===== src/rtl/sram_b_stream_ctrl.sv =====
// sram_b_stream_ctrl
// Burst streaming controller for the banked sram_b wrappers. Valid/ready
// burst commands become per-cycle SRAM accesses with incrementing addresses.
// Read data returning on Q1 one cycle after issue lands in a small FIFO.
// Reads are only issued when that FIFO has a free slot for them, so
// downstream backpressure never loses a beat.
//
// Ports:
//   CLK, RST               clock, synchronous active-high reset
//   rd_cmd_*               read burst command (addr = first beat, len = beats-1)
//   rd_data_*              read beat stream with last-beat marker
//   wr_cmd_*               write burst command (same encoding as read)
//   wr_data_*, wr_wem      write beat stream and per-bit write mask
//   wr_done                one-cycle pulse after the last write beat of a burst
//   CE0/WE0/A0/D0/WEM0     SRAM write port
//   CE1/A1/Q1              SRAM read port (Q1 valid one cycle after CE1)
//
// Build option: define SRAM_B_STREAM_WR_EN to compile in the write channel and
// the write/read address collision check. Without it the write outputs are
// tied to 0 and the wr_* inputs are ignored.
module sram_b_stream_ctrl #(
    parameter int unsigned ABITS      = 20,
    parameter int unsigned DBITS      = 8,
    parameter int unsigned LBITS      = 16,
    parameter int unsigned FIFO_DEPTH = 4
) (
    input  logic             CLK,
    input  logic             RST,
    input  logic             rd_cmd_valid,
    output logic             rd_cmd_ready,
    input  logic [ABITS-1:0] rd_cmd_addr,
    input  logic [LBITS-1:0] rd_cmd_len,
    output logic             rd_data_valid,
    input  logic             rd_data_ready,
    output logic [DBITS-1:0] rd_data,
    output logic             rd_data_last,
    input  logic             wr_cmd_valid,
    output logic             wr_cmd_ready,
    input  logic [ABITS-1:0] wr_cmd_addr,
    input  logic [LBITS-1:0] wr_cmd_len,
    input  logic             wr_data_valid,
    output logic             wr_data_ready,
    input  logic [DBITS-1:0] wr_data,
    input  logic [DBITS-1:0] wr_wem,
    output logic             wr_done,
    output logic             CE0,
    output logic             WE0,
    output logic [ABITS-1:0] A0,
    output logic [DBITS-1:0] D0,
    output logic [DBITS-1:0] WEM0,
    output logic             CE1,
    output logic [ABITS-1:0] A1,
    input  logic [DBITS-1:0] Q1
);

    localparam int unsigned PBITS = (FIFO_DEPTH > 1) ? $clog2(FIFO_DEPTH) : 1;
    localparam int unsigned CBITS = PBITS + 1;

    typedef enum logic {R_IDLE, R_BURST} rd_state_t;

    rd_state_t        r_state, r_state_nx;
    logic [ABITS-1:0] r_addr;
    logic [LBITS-1:0] r_rem;
    logic             inflight, inflight_last;
    logic [DBITS:0]   fifo_mem [FIFO_DEPTH];
    logic [PBITS-1:0] wptr, rptr;
    logic [CBITS-1:0] fifo_count;
    logic             collision, credit_ok, issue, push, pop;

    // ------------------------------------------------------------------
    // Write channel
    // ------------------------------------------------------------------
`ifdef SRAM_B_STREAM_WR_EN
    typedef enum logic {W_IDLE, W_BURST} wr_state_t;

    wr_state_t        w_state, w_state_nx;
    logic [ABITS-1:0] w_addr;
    logic [LBITS-1:0] w_rem;
    logic             w_fire;

    always_ff @(posedge CLK) begin
        if (RST) begin
            w_state <= W_IDLE;
            w_addr  <= '0;
            w_rem   <= '0;
            wr_done <= 1'b0;
        end else begin
            w_state <= w_state_nx;
            wr_done <= w_fire && (w_rem == '0);
            if (w_state == W_IDLE && wr_cmd_valid) begin
                w_addr <= wr_cmd_addr;
                w_rem  <= wr_cmd_len;
            end else if (w_fire) begin
                w_addr <= w_addr + ABITS'(1);
                w_rem  <= w_rem - LBITS'(1);
            end
        end
    end

    // Write beats go straight to the SRAM port in the handshake cycle.
    always_comb begin
        w_state_nx    = w_state;
        wr_cmd_ready  = 1'b0;
        wr_data_ready = 1'b0;
        w_fire        = 1'b0;
        CE0           = 1'b0;
        WE0           = 1'b0;
        A0            = '0;
        D0            = '0;
        WEM0          = '0;
        case (w_state)
            W_IDLE: begin
                wr_cmd_ready = 1'b1;
                if (wr_cmd_valid) w_state_nx = W_BURST;
            end
            W_BURST: begin
                wr_data_ready = 1'b1;
                if (wr_data_valid) begin
                    w_fire = 1'b1;
                    CE0    = 1'b1;
                    WE0    = 1'b1;
                    A0     = w_addr;
                    D0     = wr_data;
                    WEM0   = wr_wem;
                    if (w_rem == '0) w_state_nx = W_IDLE;
                end
            end
            default: w_state_nx = W_IDLE;
        endcase
    end

    // Same-address write and read in one cycle: the write wins, the read waits.
    assign collision = w_fire && (w_addr == r_addr);
`else
    logic unused_wr;
    assign unused_wr     = ^{wr_cmd_valid, wr_cmd_addr, wr_cmd_len,
                             wr_data_valid, wr_data, wr_wem};
    assign wr_cmd_ready  = 1'b0;
    assign wr_data_ready = 1'b0;
    assign wr_done       = 1'b0;
    assign CE0           = 1'b0;
    assign WE0           = 1'b0;
    assign A0            = '0;
    assign D0            = '0;
    assign WEM0          = '0;
    assign collision     = 1'b0;
`endif

    // ------------------------------------------------------------------
    // Read channel
    // ------------------------------------------------------------------
    // Credit uses the registered FIFO count plus the beat still in flight;
    // a same-cycle pop does not free a slot for this cycle's issue.
    assign credit_ok = (fifo_count + CBITS'(inflight)) < CBITS'(FIFO_DEPTH);
    assign issue     = (r_state == R_BURST) && credit_ok && !collision;
    assign push      = inflight;
    assign pop       = rd_data_valid && rd_data_ready;

    assign CE1 = issue;
    assign A1  = issue ? r_addr : '0;

    assign rd_data_valid            = (fifo_count != '0);
    assign {rd_data_last, rd_data}  = rd_data_valid ? fifo_mem[rptr] : '0;

    always_comb begin
        r_state_nx   = r_state;
        rd_cmd_ready = 1'b0;
        case (r_state)
            R_IDLE: begin
                rd_cmd_ready = 1'b1;
                if (rd_cmd_valid) r_state_nx = R_BURST;
            end
            R_BURST: begin
                if (issue && r_rem == '0) r_state_nx = R_IDLE;
            end
            default: r_state_nx = R_IDLE;
        endcase
    end

    always_ff @(posedge CLK) begin
        if (RST) begin
            r_state       <= R_IDLE;
            r_addr        <= '0;
            r_rem         <= '0;
            inflight      <= 1'b0;
            inflight_last <= 1'b0;
            wptr          <= '0;
            rptr          <= '0;
            fifo_count    <= '0;
        end else begin
            r_state       <= r_state_nx;
            inflight      <= issue;
            inflight_last <= issue && (r_rem == '0);
            if (r_state == R_IDLE && rd_cmd_valid) begin
                r_addr <= rd_cmd_addr;
                r_rem  <= rd_cmd_len;
            end else if (issue) begin
                r_addr <= r_addr + ABITS'(1);
                r_rem  <= r_rem - LBITS'(1);
            end
            if (push) wptr <= wptr + PBITS'(1);
            if (pop)  rptr <= rptr + PBITS'(1);
            case ({push, pop})
                2'b10:   fifo_count <= fifo_count + CBITS'(1);
                2'b01:   fifo_count <= fifo_count - CBITS'(1);
                default: fifo_count <= fifo_count;
            endcase
        end
    end

    // FIFO storage needs no reset; occupancy is tracked by fifo_count.
    always_ff @(posedge CLK) begin
        if (!RST && push) fifo_mem[wptr] <= {inflight_last, Q1};
    end

endmodule


===== config.mk =====
export PLATFORM = sky130hd
export DESIGN_NAME = sram_b_stream_ctrl
export DESIGN_NICKNAME = d
export VERILOG_FILES = /design/src/rtl/sram_b_stream_ctrl.sv
export SDC_FILE = /design/constraint.sdc
export NUM_CORES = 1
export LEC_CHECK = 0
export CAP_MARGIN = 20
export CORE_MARGIN = 2
export CORE_UTILIZATION = 40
export DETAILED_ROUTE_END_ITERATION = 8
export PLACE_DENSITY = 0.78
export SKIP_LAST_GASP = 1
export SYNTH_ARGS = -nofsm -noshare
export SYNTH_HDL_FRONTEND = slang
export SYNTH_SLANG_ARGS = --single-unit
export TNS_END_PERCENT = 5

===== constraint.sdc =====
create_clock -name CLK -period 4.04 [get_ports CLK]
set_input_delay 0.404 -clock CLK [delete_from_list [all_inputs] [get_ports CLK]]
set_output_delay 0.404 -clock CLK [all_outputs]
set_load 0.05 [all_outputs]

# Word level (Yosys, flattened, before mapping)
# Memories as Yosys holds them, arrays and structs flattened. A register that Yosys moved wholly into a read port is not among the register bits.
# Index checks and enable logic that the tools add are counted.
dict set report totals {
  regBits 46
  rom_bits 0
  memories 1
  ram_bits 36
  elab_cells 45
  latch_bits 0
}
dict set report op_classes {
  n_reduce_logical 10
  bitwise_logic 1
  mul 0
  n_div 0
  add_sub_neg 7
  n_mux 15
  n_shift 0
  eq_ne 2
  n_lt_le_gt_ge 1
}
# name words word_bits read_ports rd_clocked_by_memory_dff write_ports line_no
set mem_list {}
lappend mem_list {fifo_mem 4 9 1 1 1 65} ;# logic [DBITS:0] fifo_mem [FIFO_DEPTH];
# cell n
set op_table {}
lappend op_table {{$mux W20} 3}
lappend op_table {{$mux W16} 2}
lappend op_table {{$add A20 B1 Y20 const B} 1}
lappend op_table {{$logic_not A16 Y1} 1}
lappend op_table {{$sub A16 B1 Y16 const B} 1}
lappend op_table {{$mux W9} 1}
lappend op_table {{$pmux W3 S2} 1}
lappend op_table {{$logic_and A1 B1 Y1} 5}
lappend op_table {{$mux W1} 5}
lappend op_table {{$add A2 B1 Y2 const B} 2}
lappend op_table {{$mux W2} 2}
lappend op_table {{$reduce_bool A2 Y1} 2}
lappend op_table {{$add A3 B1 Y3} 1}
lappend op_table {{$add A3 B1 Y3 const B} 1}
lappend op_table {{$lt A3 B3 Y1 const B} 1}
lappend op_table {{$reduce_bool A3 Y1} 1}
lappend op_table {{$sub A3 B1 Y3 const B} 1}
lappend op_table {{$eq A2 B1 Y1 const B} 1}
lappend op_table {{$eq A2 B2 Y1 const B} 1}
lappend op_table {{$pmux W1 S2} 1}
lappend op_table {{$logic_not A1 Y1} 1}
lappend op_table {{$not A1 Y1} 1}

# Logic depth before layout (Yosys ltp)
# Gate-level depths: netlist (run 1).
dict set report logic_depth {
  ltp_word 6
  ltp_mapped 8
  ltp_nobuf 8
}

# Worst setup path after synthesis (run 1)
# OpenSTA, ideal clock, no wires.
dict set report synth_timing {
  path_type {reg2out}
  from {register inflight}
  to {output A1[10]}
  path_slack_ns 1.929
  required_ns 3.636
  arrival_ns 1.707
  stages_incl_launch_ff 6
  cell_sequence {dfxtp_1 > and3_4 > xnor2_2 > buf_2 > clkbuf_1 > and3_1}
}
dict set report synth_between {
  elab_chain_cells 4
}
# item line_no
set synth_rtl {}
lappend synth_rtl {{start, declared} 64} ;# logic inflight, inflight_last;
lappend synth_rtl {{start signal, assigned} 192} ;# inflight <= issue;
lappend synth_rtl {{$add A3 B1 Y3} 154} ;# assign credit_ok = (fifo_count + CBITS'(inflight)) < CBITS'(FIFO_DEPTH);
lappend synth_rtl {{$lt A3 B3 Y1} 154}
lappend synth_rtl {{$logic_and A1 B1 Y1} 155} ;# assign issue = (r_state == R_BURST) && credit_ok && !collision;
lappend synth_rtl {{$mux W20} 160} ;# assign A1 = issue ? r_addr : '0;
lappend synth_rtl {{end, declared} 52} ;# output logic [ABITS-1:0] A1,
# Every way passes these cells.

# Worst setup path after layout (run 1)
dict set report layout_timing {
  from {register r_state}
  to {output CE1}
}
dict set report layout_between {
  elab_chain_cells 1
}
# item line_no
set layout_rtl {}
lappend layout_rtl {{start, declared} 61} ;# rd_state_t r_state, r_state_nx;
lappend layout_rtl {{start signal, assigned} 191} ;# r_state <= r_state_nx;
lappend layout_rtl {{$logic_and A1 B1 Y1} 155}
lappend layout_rtl {{end, declared} 51} ;# output logic CE1,
# Every way passes these cells.

==> metrics.txt, run 1 <==
Final Instance Area 5340 um2; FF-to-FF path depth 5; Least-Margin Pin Slew 0.890 ns; top-area cell type share of the netlist area 24.5%; Multi-input gate area 2060 um2; Starting Density 40.9%; DRT iter0 DRCs 180; max-cap violation count 0; Post-DRT Antenna Nets 0; H-tree levels 3; num ports 175; Synth area leaders edfxtp_1 25%, dfxtp_1 22%, buf_4 7.0%; grt total ovfl 0; Max VDD drop 409 uV; cell area after synthesis 4410 um2; Die Ht 109 um; FF-to-FF setup slack 1.35 ns; Setup Skew 0.00994 ns; final hold vios 0; Final nets 603; Worst slew margin 40.6%; antenna cells 0; synth warn 0; post-cts resize count 0; slowest stage delay, CP 0.88 ns; layout cells sized above 1 9.84%; crit-path leading delay family buffers and inverters; Clock Tree Buf Depth 2; gpl congestion 0.769; RSZ-0062 raised after global routing false; hpwl dp 6.61 mm; Hold WC Path Type flip-flop to flip-flop; Clock Sinks 84; vias in the first global route 3007; Area Growth Syn to Fin 21.0%; Crit-path slowest cell dfxtp_1; Post-CTS Repair Setup Buffers 0; clock-pin slew on the worst setup and hold paths 0.09 ns; Syn Area/Cell 10.4 um2; setup TNS 0 ns; Synth cell types 55; std cell rows 38; Power Total 2.46 mW; residual DRC count 0; WP buf/inv 2; Root Buffer Master clkbuf_8; core area 10800 um2; #FFs+latches synth 84; FF-to-FF Start r_state; CTS Buf Count 9; WP data required 3.64 ns; crit path max fanout 30; Die X 109 um; pin count of the biggest net entering global routing 49; WHS Endpoint fifo_mem[2][8]; power per cell area 462 nW/um2; Total GRT Usage 16.0%; filler instances 1020; crit-path cells nand2_1 -> inv_2 -> clkdlybuf4s50_1; Worst Hold Depth 0; Avg WL per Cell 14.7 um; clk_lat worst skew 0.36 ns; sequential fraction of the synthesis area 46.3%; status finished, final reports clean; crit start category flip-flop; I/O Buffers 79; leakage power 1.91 nW; placed cell areas 5130 um2; register area 2040 um2; Max Slew Vio Count 0; achievable frequency 322 MHz; Syn Inst Count 425; final setup violation count 0; final worst path period share 76.9%; Pre-antenna DRT Iters 5; Final Critical Period 3.11 ns; initial antenna violation count 0; WP data arrival 2.70 ns; area leader, netlist edfxtp_1; CTS tree yes; Post-CTS Hold Fix Bufs 0; Vias/cell 5.03; Crit Reg-Reg Endpoint r_rem[5]; wire length of the first global-routing pass 14.7 mm; Total Die Area 11900 um2; endpoint type of the worst setup path primary output; min-delay src inflight_last; critical path type flip-flop to primary output; final WL 9.35 mm; vias 3208
==> power breakdown <==
group	internal, mW	leakage, nW	switching (mW)
sequential	0.945	0.722	0.0900
clock	0.296	0.107	0.323
combinational	0.303	1.08	0.506
==> worst reg2reg max path, stage by stage (launching register included) <==
cell and delay, ns:
dfxtp_1 0.88, inv_1 0.34, nor4b_2 0.62, nand2_1 0.21, o21a_1 0.20, a2111oi_0 0.33
==> logic make-up (layout without fill, tap and decap cells) <==
family	after synthesis	count (layout)	synth area share, %
other cells	1	41	0.0850
simple gates	166	166	20.9
compound gates	47	47	8.17
xor+xnor	32	32	6.70
flops	84	84	46.3
buf+inv	77	110	10.5
mux	10	10	4.82
fa+ha+maj	8	8	2.44
==> cell type report <==
cell class / count / area share (%)
clock buffer: 9 / 2.32
clock inverter: 7 / 1.62
inverter: 12 / 0.844
multi-input combinational: 304 / 38.5
sequential: 84 / 38.3
tap: 140 / 3.28
timing repair buffer: 82 / 15.1
==> per-stage QoR <==
step | instances | util, % | hold WS, ns | worst slack (ns)
6_report | 638 | 49.4 | 0.495 | 0.934
3_3_place_gp | 622 | 47.5 | 0.453 | 1.36
3_5_place_dp | 622 | 47.5 | 0.471 | 1.32
5_1_grt | 638 | 49.4 | 0.513 | 0.761
2_1_floorplan | 465 | - | 0.438 | 1.93
4_1_cts | 638 | 49.4 | 0.494 | 0.931
==> registers in the layout, summed over array words and instances, names as in the netlist, named ones only <==
| register | flops |
|---|---|
| inflight | 1 |
| wptr | 2 |
| rptr | 2 |
| inflight_last | 1 |
| r_addr | 20 |
| fifo_count | 3 |
| r_state | 1 |
| fifo_mem | 36 |
| r_rem | 16 |
==> metal layers <==
layer / GRT usage (%) / part of all wire (%) / wire (um) / up-vias
li1: - / - / - / 1581
met1: 20.7 / 43 / 4050 / 1523
met2: 27.1 / 50 / 4660 / 99
met3: 3.65 / 6.2 / 579 / 5
met4: 3.85 / 0.67 / 63 / 0
met5: 0 / 0 / 0 / -
==> cell usage after synthesis, drive strengths merged <==
cell	count
nor2	56
buf	47
dlygate4sd1	1
nor2b	1
o21bai	1
xor2	15
or2	1
inv	12
or3	3
nand3	11
nor4	11
a31oi	1
clkbuf	17
xnor2	17
a311o	1
and2	14
o41ai	1
a21oi	5
edfxtp	36
nand3b	1
a311oi	3
fa	1
dfxtp	48
nor4b	3
a211oi	27
nand2	16
ha	7
nor3	11
a2111oi	3
conb	1
o21a	1
nand4b	2
a32oi	1
o31ai	1
o311ai	1
or4	4
nand4	8
mux2i	1
and3	24
o21ai	1
mux4	9
==> worst max-delay path by stage <==
stage | from | to | slack [ns] | depth (start not counted)
6_report | r_state | CE1 | 0.93 | 3
5_1_grt | r_state | CE1 | 0.76 | 3
4_1_cts | r_state | CE1 | 0.93 | 3
3_5_place_dp | r_state | CE1 | 1.32 | 3
3_3_place_gp | r_state | CE1 | 1.36 | 3
2_1_floorplan | inflight | A1[10] | 1.93 | 5
==> cells in the final DEF (no fill, tap or decap), types with 5 or more instances in the layout <==
cell,n
a211oi_1,25
a21oi_1,5
and2_1,14
and3_1,22
clkbuf_8,9
clkdlybuf4s50_1,78
conb_1,41
dfxtp_1,48
edfxtp_1,36
ha_1,7
inv_1,11
mux4_2,9
nand2_1,15
nand3_1,11
nand4_1,7
nor2_1,55
nor3_1,11
nor4_1,6
nor4_2,5
xnor2_1,16
xor2_1,14
Power figures use the tool's default switching activity.
==> run 2: changes to the inputs <==
==> constraint.sdc (replaced) <==
create_clock -name CLK -period 3.1 [get_ports CLK]
set_input_delay 0.31 -clock CLK [delete_from_list [all_inputs] [get_ports CLK]]
set_output_delay 0.31 -clock CLK [all_outputs]
set_load 0.05 [all_outputs]
==> metrics.txt, run 2 (synthesis results as in run 1) <==
Final nets 605; register area 2040 um2; filler instances 983; initial antenna violation count 0; I/O Buffers 79; WP data required 2.79 ns; setup TNS 0 ns; hpwl dp 6.89 mm; Clock Sinks 84; clock-pin slew on the worst setup and hold paths 0.08 ns; Total Die Area 11900 um2; Multi-input gate area 2060 um2; CTS Buf Count 9; fin util 49.0%; WP data arrival 2.53 ns; Post-DRT Antenna Nets 0; Post-CTS Repair Setup Buffers 0; vias 3248; final WL 9.41 mm; FF-to-FF path depth 8; crit start category flip-flop; power per cell area 588 nW/um2; layout cells sized above 1 14.2%; RSZ-0062 raised after global routing false; crit path max fanout 9; Hold WC Path Type input port to flip-flop; Clock Tree Buf Depth 2; max-cap violation count 0; Max VDD drop 442 uV; Flop pwr share 43.2%; wire length of the first global-routing pass 15.0 mm; vias in the first global route 3129; antenna cells 0; Crit-path slowest cell dfxtp_1; Vias/cell 5.08; Setup Skew 0.0116 ns; Top reg by flops fifo_mem; final worst path period share 91.5%; std cell rows 38; H-tree levels 3; Worst slew margin 41.5%; endpoint type of the worst setup path primary output; DRT iter0 DRCs 140; final hold vios 0; Root Buffer Master clkbuf_8; NetSw 1.19 mW; Setup crit end rd_data[0]; FF-to-FF Start fifo_count[2]; post-cts resize count 0; FF-to-FF setup slack 0.61 ns; Avg WL per Cell 14.7 um; top flop regs fifo_mem x36, r_addr x20, r_rem x16; Die Ht 109 um; critical path type flip-flop to primary output; final setup violation count 0; internal power 1.93 mW; clk_lat worst skew 0.36 ns; Starting Density 40.9%; gpl congestion 0.748; Area Growth Syn to Fin 19.9%; most frequent cells in the layout 57 x clkdlybuf4s50_1, 55 x nor2_1, 48 x dfxtp_1; Crit Reg-Reg Endpoint fifo_count[2]; Pre-antenna DRT Iters 4; slowest stage delay, CP 0.72 ns; Final Critical Period 2.84 ns; min-delay src RST; num ports 175; Max Slew Vio Count 0; core area 10800 um2; crit-path cells mux4_2 -> and2_1 -> clkdlybuf4s50_1; Combinational Power Share 34.3%; most common cell after layout, fill and taps aside clkdlybuf4s50_1; Post-Place Worst Slack 0.597 ns; clock share of power 22.5%; grt total ovfl 0; residual DRC count 0; Post-CTS Hold Fix Bufs 0; Least-Margin Pin Slew 0.877 ns; achievable frequency 352 MHz; status finished, final reports clean; max reg flops 36; Total GRT Usage 16.4%; switch share 38.1%; pin count of the biggest net entering global routing 45; final setup margin 0.262 ns; Die X 109 um; CTS tree yes; leakage power 1.94 nW
==> run 2: changes by cell type in the layout (fill, tap and decap cells not counted), moves of 2 or more <==
cell,change
buf_4,+21
clkdlybuf4s50_1,-21
buf_12,+2
clkinvlp_4,+2
==> run 2: critical path, delay by kind of cell, from the launching register on <==
kind / cells / cell delay [ns]
buffers and inverters: 1 / 0.69
multiplexers: 1 / 0.59
flip-flops: 1 / 0.72
AND/OR/NAND/NOR: 1 / 0.17
==> run 2: final cells by class <==
type                    instances  area share (%)
repair buffers                 84            15.0
well taps                     140            3.31
clock inverters                 6           0.876
multi-input cells             304            38.9
flip-flops and latches         84            38.6
clock buffers                  10            2.41
inverters                      12           0.852
==> run 2: power groups by stage <==
stage | registers [mW] | clock network [mW] | logic [mW]
2_1_floorplan | 1.32 | 0 | 0.853
3_3_place_gp | 1.37 | 0 | 1.05
3_5_place_dp | 1.37 | 0 | 1.07
4_1_cts | 1.35 | 0.717 | 1.07
5_1_grt | 1.36 | 0.763 | 1.14
6_report | 1.35 | 0.700 | 1.07
==> run 2: worst min-delay path by stage <==
stage / endpoint / slack [ns] / depth (start not counted)
3_5_place_dp: inflight_last / 0.48 / 1
5_1_grt: fifo_count[0] / 0.39 / 2
4_1_cts: wptr[1] / 0.36 / 2
6_report: wptr[1] / 0.37 / 2
2_1_floorplan: fifo_mem[0][0] / 0.41 / 0
3_3_place_gp: fifo_mem[2][8] / 0.47 / 0
==> run 2: through the flow <==
step | power (mW) | instances | hold WS [ns] | area (um2)
global placement | 2.41 | 624 | 0.474 | 5110
finish | 3.11 | 640 | 0.371 | 5290
CTS | 3.13 | 640 | 0.364 | 5290
global route | 3.27 | 640 | 0.386 | 5290
floorplan | 2.17 | 465 | 0.409 | 4560
detailed placement | 2.44 | 624 | 0.485 | 5110
==> run 2: metal layers <==
metal / vias up / GRT usage (%) / wire length [um]
met1: 1544 / 20.1 / 4000
met5: - / 0 / 0
met4: 0 / 5.68 / 131
met3: 12 / 3.95 / 568
li1: 1585 / - / -
met2: 107 / 28.3 / 4710
